--- config.mk ---
export PLATFORM = sky130hd
export DESIGN_NAME = l2_mem_adapter
export DESIGN_NICKNAME = d
export VERILOG_FILES = /design/src/rtl/l2_mem_adapter.sv
export SDC_FILE = /design/constraint.sdc
export NUM_CORES = 1
export LEC_CHECK = 0
export BUFFER_PORTS_ARGS = -buffer_cell sky130_fd_sc_hd__buf_4
export CAP_MARGIN = 40
export CORE_UTILIZATION = 41
export DETAILED_ROUTE_END_ITERATION = 8
export GPL_TIMING_DRIVEN = 0
export PLACE_DENSITY = 0.88
export SLEW_MARGIN = 5
export SYNTH_ARGS = -nofsm -noshare
export SYNTH_HDL_FRONTEND = slang
export SYNTH_SLANG_ARGS = --single-unit
--- constraint.sdc ---
create_clock -name CLK -period 1.35 [get_ports CLK]
set_input_delay 0 -clock CLK [delete_from_list [all_inputs] [get_ports CLK]]
set_output_delay 0 -clock CLK [all_outputs]
set_load 0.01 [all_outputs]
--- src/rtl/l2_mem_adapter.sv ---
// L2-to-memory adapter: captures one bus request, drives a single downstream access
// with busy-stall timeout, and reports completion or error for one cycle.
module l2_mem_adapter #(
    parameter int unsigned TIMEOUT = 64
) (
    input  logic        CLK,
    input  logic        nRST,
    input  logic        l2REN,
    input  logic        l2WEN,
    input  logic [31:0] l2addr,
    input  logic [31:0] l2store,
    input  logic [3:0]  l2_byte_en,
    output logic [31:0] l2load,
    output logic [1:0]  l2state,
    output logic        mem_ren,
    output logic        mem_wen,
    output logic [31:0] mem_addr,
    output logic [31:0] mem_wdata,
    output logic [3:0]  mem_byte_en,
    input  logic [31:0] mem_rdata,
    input  logic        mem_busy,
    input  logic        mem_error
);

    localparam int unsigned CntW = $clog2(TIMEOUT + 1);
    localparam logic [CntW-1:0] CntLast = CntW'(TIMEOUT - 1);

    // State encodings equal the l2state codes so the status output is a plain register.
    typedef enum logic [1:0] {
        StIdle = 2'd0,
        StReq  = 2'd1,
        StResp = 2'd2,
        StErr  = 2'd3
    } state_t;

    state_t          r_state;
    state_t          w_state_d;
    logic [CntW-1:0] r_cnt;
    logic [CntW-1:0] w_cnt_d;
    logic [31:0]     r_addr;
    logic [31:0]     r_store;
    logic [3:0]      r_be;
    logic            r_is_write;
    logic [31:0]     r_load;
    logic            w_accept;
    logic            w_load_en;

    always_comb begin
        w_state_d = r_state;
        w_cnt_d   = r_cnt;
        w_accept  = 1'b0;
        w_load_en = 1'b0;
        unique case (r_state)
            StIdle: begin
                if (l2REN || l2WEN) begin
                    w_accept = 1'b1;
                    w_cnt_d  = '0;
                    if ((l2REN && l2WEN) || (l2addr[1:0] != 2'b00)) begin
                        w_state_d = StErr;
                    end else begin
                        w_state_d = StReq;
                    end
                end
            end
            StReq: begin
                if (!mem_busy) begin
                    w_state_d = mem_error ? StErr : StResp;
                    w_load_en = !mem_error && !r_is_write;
                end else begin
                    w_cnt_d = r_cnt + CntW'(1);
                    if (r_cnt == CntLast) begin
                        w_state_d = StErr;
                    end
                end
            end
            StResp:  w_state_d = StIdle;
            StErr:   w_state_d = StIdle;
            default: w_state_d = StIdle;
        endcase
    end

    always_ff @(posedge CLK or negedge nRST) begin
        if (!nRST) begin
            r_state    <= StIdle;
            r_cnt      <= '0;
            r_addr     <= '0;
            r_store    <= '0;
            r_be       <= '0;
            r_is_write <= 1'b0;
            r_load     <= '0;
        end else begin
            r_state <= w_state_d;
            r_cnt   <= w_cnt_d;
            if (w_accept) begin
                r_addr     <= l2addr;
                r_store    <= l2store;
                r_be       <= l2_byte_en;
                r_is_write <= l2WEN;
            end
            if (w_load_en) begin
                r_load <= mem_rdata;
            end
        end
    end

    // Strobes decode only the state register, so reset drops them asynchronously.
    assign l2state     = r_state;
    assign l2load      = r_load;
    assign mem_ren     = (r_state == StReq) && !r_is_write;
    assign mem_wen     = (r_state == StReq) && r_is_write;
    assign mem_addr    = r_addr;
    assign mem_wdata   = r_store;
    assign mem_byte_en = r_be;

endmodule

-- Yosys cells after proc, flatten, opt, wreduce, memory -nomap -nowiden
Index checks and enable logic that the tools add are counted.
- bits in latches: 0
- memories: 0
- memory bits (read-only): 0
- bits of input ports: 106
- register bits after elaboration: 110
- bits in writable memories: 0
- output and inout port bits: 104
- word-level logic and storage cells: 42
- $add $sub $neg: 1
- $lt $le $gt $ge: 0
- shifts and indexed selects: 0
- $mul: 0
- reductions and logical operators: 14
- bitwise operators: 0
- mux-type cells: 13
- divide/modulo/power cells: 0
- equal/unequal tests: 7
- operators by type and width (operator ; number):
    $mux W7 ; 2
    $pmux W7 S2 ; 1
    $mux W2 ; 4
    $add A7 B1 Y7 const B ; 1
    $eq A7 B6 Y1 const B ; 1
    $pmux W2 S3 ; 1
    $mux W1 ; 5
    $eq A2 B2 Y1 const B ; 2
    $logic_and A1 B1 Y1 ; 4
    $ne A2 B2 Y1 const B ; 2
    $reduce_bool A2 Y1 ; 2
    $ne A3 B3 Y1 const B ; 1
    $reduce_and A3 Y1 ; 1
    $eq A2 B1 Y1 const B ; 1
    $logic_not A1 Y1 ; 2
    $logic_not A2 Y1 ; 1
    $logic_or A1 B1 Y1 ; 2
    $reduce_and A2 Y1 ; 1
    $reduce_or A2 Y1 ; 1

-- Depth between registers and ports, before layout
- depth after elaboration: 5
- depth in mapped cells: 6
- depth with buffers taken out: 4

-- Worst setup path after synthesis
No wires, ideal clock.
- path type: flip-flop to flip-flop
- start point: reg r_state[1], in the netlist l2state[1]
- end point: reg r_load[6], in the netlist l2load[6]
- clock period less this slack: 1509 ps
- data arrival time: 1382 ps
- stages on the path, launching flop included: 6
- setup slack: -159 ps
- data required time: 1222 ps
- library setup time: 128 ps
- buffers on the path: 1
- path through: dfrtp_1 > nand2b_1 > nor2_2 > nand2_2 > buf_2 > mux2_1
- cells in the longest elaborated chain, start to end: 2
- ends and longest elaborated chain (item ; line ; RTL):
    from (decl) ; 36 ; state_t r_state;
    from (signal assigned) ; 84 ; r_state <= StIdle;
    from (signal assigned) ; 92 ; r_state <= w_state_d;
    $eq A2 B1 Y1 ; 53 ; unique case (r_state)
    $mux W1 ; 53 ;
    to (signal assigned) ; 101 ; r_load <= mem_rdata;
    to (decl) ; 44 ; logic [31:0] r_load;
Every way passes these cells.
A chain may end at the register's enable or synchronous reset.

-- Worst setup path in the final report
- start point: reg r_state[0], in the netlist l2state[0]
- end point: reg r_addr[27], in the netlist mem_addr[27]
- cells in the longest elaborated chain, start to end: 2
- ends and longest elaborated chain (item ; line ; RTL):
    $logic_not A2 Y1 ; 53 ;
    $mux W1 ; 53 ;
    to (signal assigned) ; 95 ; r_addr <= l2addr;
    to (decl) ; 40 ; logic [31:0] r_addr;
Every way passes these cells.

==> impl_metrics.py <==
metrics = {
    "synthesis": {
        "synth.distinct_cells": 27,
        "synth_xor_area_frac": 0.004152,
        "synth.area.mux_share": 0.08808,
        "synthAdderAreaFrac": 0.002966,
        "syn_inst": 407,
        "yosysTopAreaCell": "dfrtp_1",
        "ys_ff_latch": 110,
        "synth_compound_area_frac": 0.02165,
        "synth_top_area_share": 0.6524,
        "synth-seq-area-share": 0.6524,
        "yosysWarnings": 0,
        "synth.avg_cell_area_um2": 10.37,
        "syn_area_um2": 4219,
        "synth_top_family_by_area": "simple AND/OR/NAND/NOR gates",
        "yosys-top-cells-area": "dfrtp_1, nand2_1, mux2_2, buf_2, o21ai_0",
        "syn-num-nets": 514,
        "synth-simple-area-share": 0.2094,
    },
    "worst_setup_path": {
        "slowest_delay_ns": 0.50,
        "path_cells": "nor2_4 > o21a_4 > buf_12 > clkbuf_16 > clkbuf_16 > nand2_1 > nand2_1",
        "endpoint": "mem_addr[27]$_DFFE_PN0P_",
        "reg2reg_slack_ns": -0.11,
        "r2r-start": "l2state[0]$_DFFE_PN0P_",
        "worstSetupPathType": "flip-flop to flip-flop",
        "crit_buf_inv": 3,
        "path_delay_family": "flip-flops",
        "cp.arrival_ns": 1.76,
        "end_kind": "flip-flop",
        "cp_max_fo": 6,
        "path_depth": 7,
        "r2r-end": "mem_addr[27]$_DFFE_PN0P_",
        "critPathSlowestCell": "dfrtp_2",
        "start_kind": "flip-flop",
        "required_ns": 1.65,
        "setup.worst_path.start": "l2state[0]$_DFFE_PN0P_",
        "reg2reg_depth": 7,
    },
    "floorplanning": {
        "die_x_um": 103.4,
        "start_util": 0.4277,
        "fp-row-count": 36,
        "pin_count": 210,
        "fp.dieArea_um2": 10700,
        "die_h_um": 103.4,
        "core_um2": 9864,
    },
    "clock_network": {
        "cts_tree": "done",
        "cts_sinks": 110,
        "htree_levels": 3,
        "clk-insertion-delay-late_ns": 0.36,
        "cts_buffer_depth": 2,
        "cts_root_buf": "clkbuf_8",
        "path_clk_slew_ns": 0.11,
        "cts_inserted_buffers": 9,
    },
    "global_routing": {
        "grt_pass1_vias": 4303,
        "grt_pass1_wl_mm": 20.67,
        "track_usage": 0.2576,
        "grt_remaining_overflow": 0,
        "grt_max_degree": 58,
        "antenna_found_initial": 0,
    },
    "placement": {
        "portBuffers": 209,
        "dpl_worst_slack_ns": -0.3413,
        "place_hpwl_mm": 8.209,
        "gp_congestion": 0.7552,
        "dp_cells": 750,
    },
    "power_and_ir_drop": {
        "p_total_uw": 16680,
        "leakage_uw": 0.004173,
        "cellPowerDensity_nw_per_um2": 2096,
        "vdd_drop_max_v": 0.001194,
    },
    "sta": {
        "finalHoldViolations": 0,
        "finalWorstSetupSlack_ns": -0.1117,
        "finalClockSkew_ns": 0.01387,
        "drv_slew": 0,
        "relSlewSlack": 0.5002,
        "fin_crit_sh": 1.083,
        "tightestPinTransition_ns": 0.7497,
        "rsz0062_at_grt": "yes",
        "tns_ns": -3.987,
        "fin_crit_ns": 1.462,
        "setup_viol": 78,
        "hold_ws_ns": 0.2462,
        "max_freq_mhz": 684.1,
    },
    "routing": {
        "vias": 4394,
        "drtIter0Drc": 191,
        "ant_nets": 0,
        "routed_wirelength_mm": 16.03,
        "drt_pass1_iterations": 4,
        "wl_per_cell_um": 17.87,
        "drc": 0,
        "avgViaCountPerCell": 4.899,
    },
    "worst_hold_path": {
        "hold_path_class": "input pin to async pin",
    },
    "cells_and_area": {
        "fin_cells": 897,
        "syn2layout_area_growth_pct": 88.58,
        "layout_commonest_cell": "buf_4",
        "finalNetCount": 866,
        "drive_above_1_share": 0.4620,
        "layout.cells.most_common_list": "buf_4, nand2_1, dfrtp_1",
        "antenna_cells": 0,
        "num-fill-cells": 489,
    },
    "run": {
        "drv_cap": 0,
    },
    "status": {
        "violations": "negative setup slack",
        "status": "finished with violations",
    },
}
-- layer usage --
metal | vias up | wire length (um) | global-route usage
met5 | - | 0 | 0
met1 | 2113 | 5935 | 0.2812
met2 | 230 | 8328 | 0.4763
met3 | 61 | 1185 | 0.06452
met4 | 0 | 583 | 0.1040
li1 | 1990 | - | -
-- metrics by stage --
step	cell area (um2)	util
floorplan	4253	-
global placement	5988	0.6071
detailed placement	6016	0.6098
CTS	7368	0.7470
global route	7956	0.8066
finish	7956	0.8066
-- flip-flops by register name, indices dropped and copies added (netlist names) --
| signal | count |
|---|---|
| l2load | 32 |
| mem_addr | 32 |
| mem_wdata | 32 |
| r_cnt | 7 |
| mem_byte_en | 4 |
| l2state | 2 |
| r_is_write | 1 |
-- what timing repair did --
action,4_1_cts,5_1_grt
setup buffers,7,8
pin swaps,2,39
endpoints found under the setup margin,104,109
endpoints found under the hold margin,159,0
gates resized for setup,20,111
gates cloned,0,11
hold buffers,105,0
-- cell usage after synthesis --
| master | n |
|---|---|
| a211o_1 | 1 |
| a21oi_1 | 2 |
| a22o_1 | 2 |
| and3_1 | 1 |
| and3b_1 | 1 |
| buf_2 | 12 |
| clkbuf_1 | 6 |
| dfrtp_1 | 110 |
| ha_1 | 1 |
| inv_1 | 2 |
| mux2_1 | 1 |
| mux2_2 | 32 |
| nand2_1 | 207 |
| nand2_2 | 1 |
| nand2b_1 | 1 |
| nand3_1 | 3 |
| nand4_1 | 2 |
| nor2_1 | 6 |
| nor2_2 | 1 |
| nor3_1 | 2 |
| o211a_1 | 1 |
| o21a_1 | 1 |
| o21ai_0 | 5 |
| o21ai_1 | 1 |
| o31ai_1 | 1 |
| or3_1 | 2 |
| xor2_1 | 2 |
-- logic make-up after synthesis --
kind of cell,Yosys count
XOR/XNOR,2
flip-flops,110
buffers and inverters,20
multiplexers,33
AND/OR/NAND/NOR,227
AO/OA/AOI/OAI,14
adder cells (fa/ha/maj),1
-- cell type report --
class | count | area (um2) | area share
Buffer | 18 | 241.5 | 0.03035
Clock buffer | 13 | 158.9 | 0.01997
Clock inverter | 3 | 42.54 | 0.005347
Inverter | 2 | 7.507 | 0.0009435
Multi-Input combinational cell | 278 | 1600 | 0.2011
Sequential cell | 110 | 2755 | 0.3463
Tap cell | 133 | 166.4 | 0.02092
Timing Repair Buffer | 340 | 2984 | 0.3751
-- power breakdown --
group	total, uW	internal [uW]	switching [uW]
Combinational	8740	4630	4110
Clock	2050	962	1090
Sequential	5890	4830	1060
Total	16700	10400	6260
-- worst reg2reg max path: cells and delay by family, from the launching register on --
family                 cells  cell delay, ns
AOI/OAI and AO/OA          1            0.20
buffers and inverters      3            0.40
DFF                        1            0.50
and+or+nand+nor            3            0.32
-- worst min-delay path by stage --
stage	from	to	slack, ns	depth (start not counted)
after floorplan	nRST	l2load[0]$_DFFE_PN0P_	-0.30	0
after detailed placement	nRST	l2load[4]$_DFFE_PN0P_	0.10	1
after CTS	nRST	l2load[5]$_DFFE_PN0P_	0.26	2
final	nRST	l2load[4]$_DFFE_PN0P_	0.25	2
after global placement	l2store[14]	mem_wdata[14]$_DFFE_PN0P_	0.19	3
after global routing	nRST	l2load[4]$_DFFE_PN0P_	0.30	2
No activity file was read; power rests on OpenSTA's default activity.
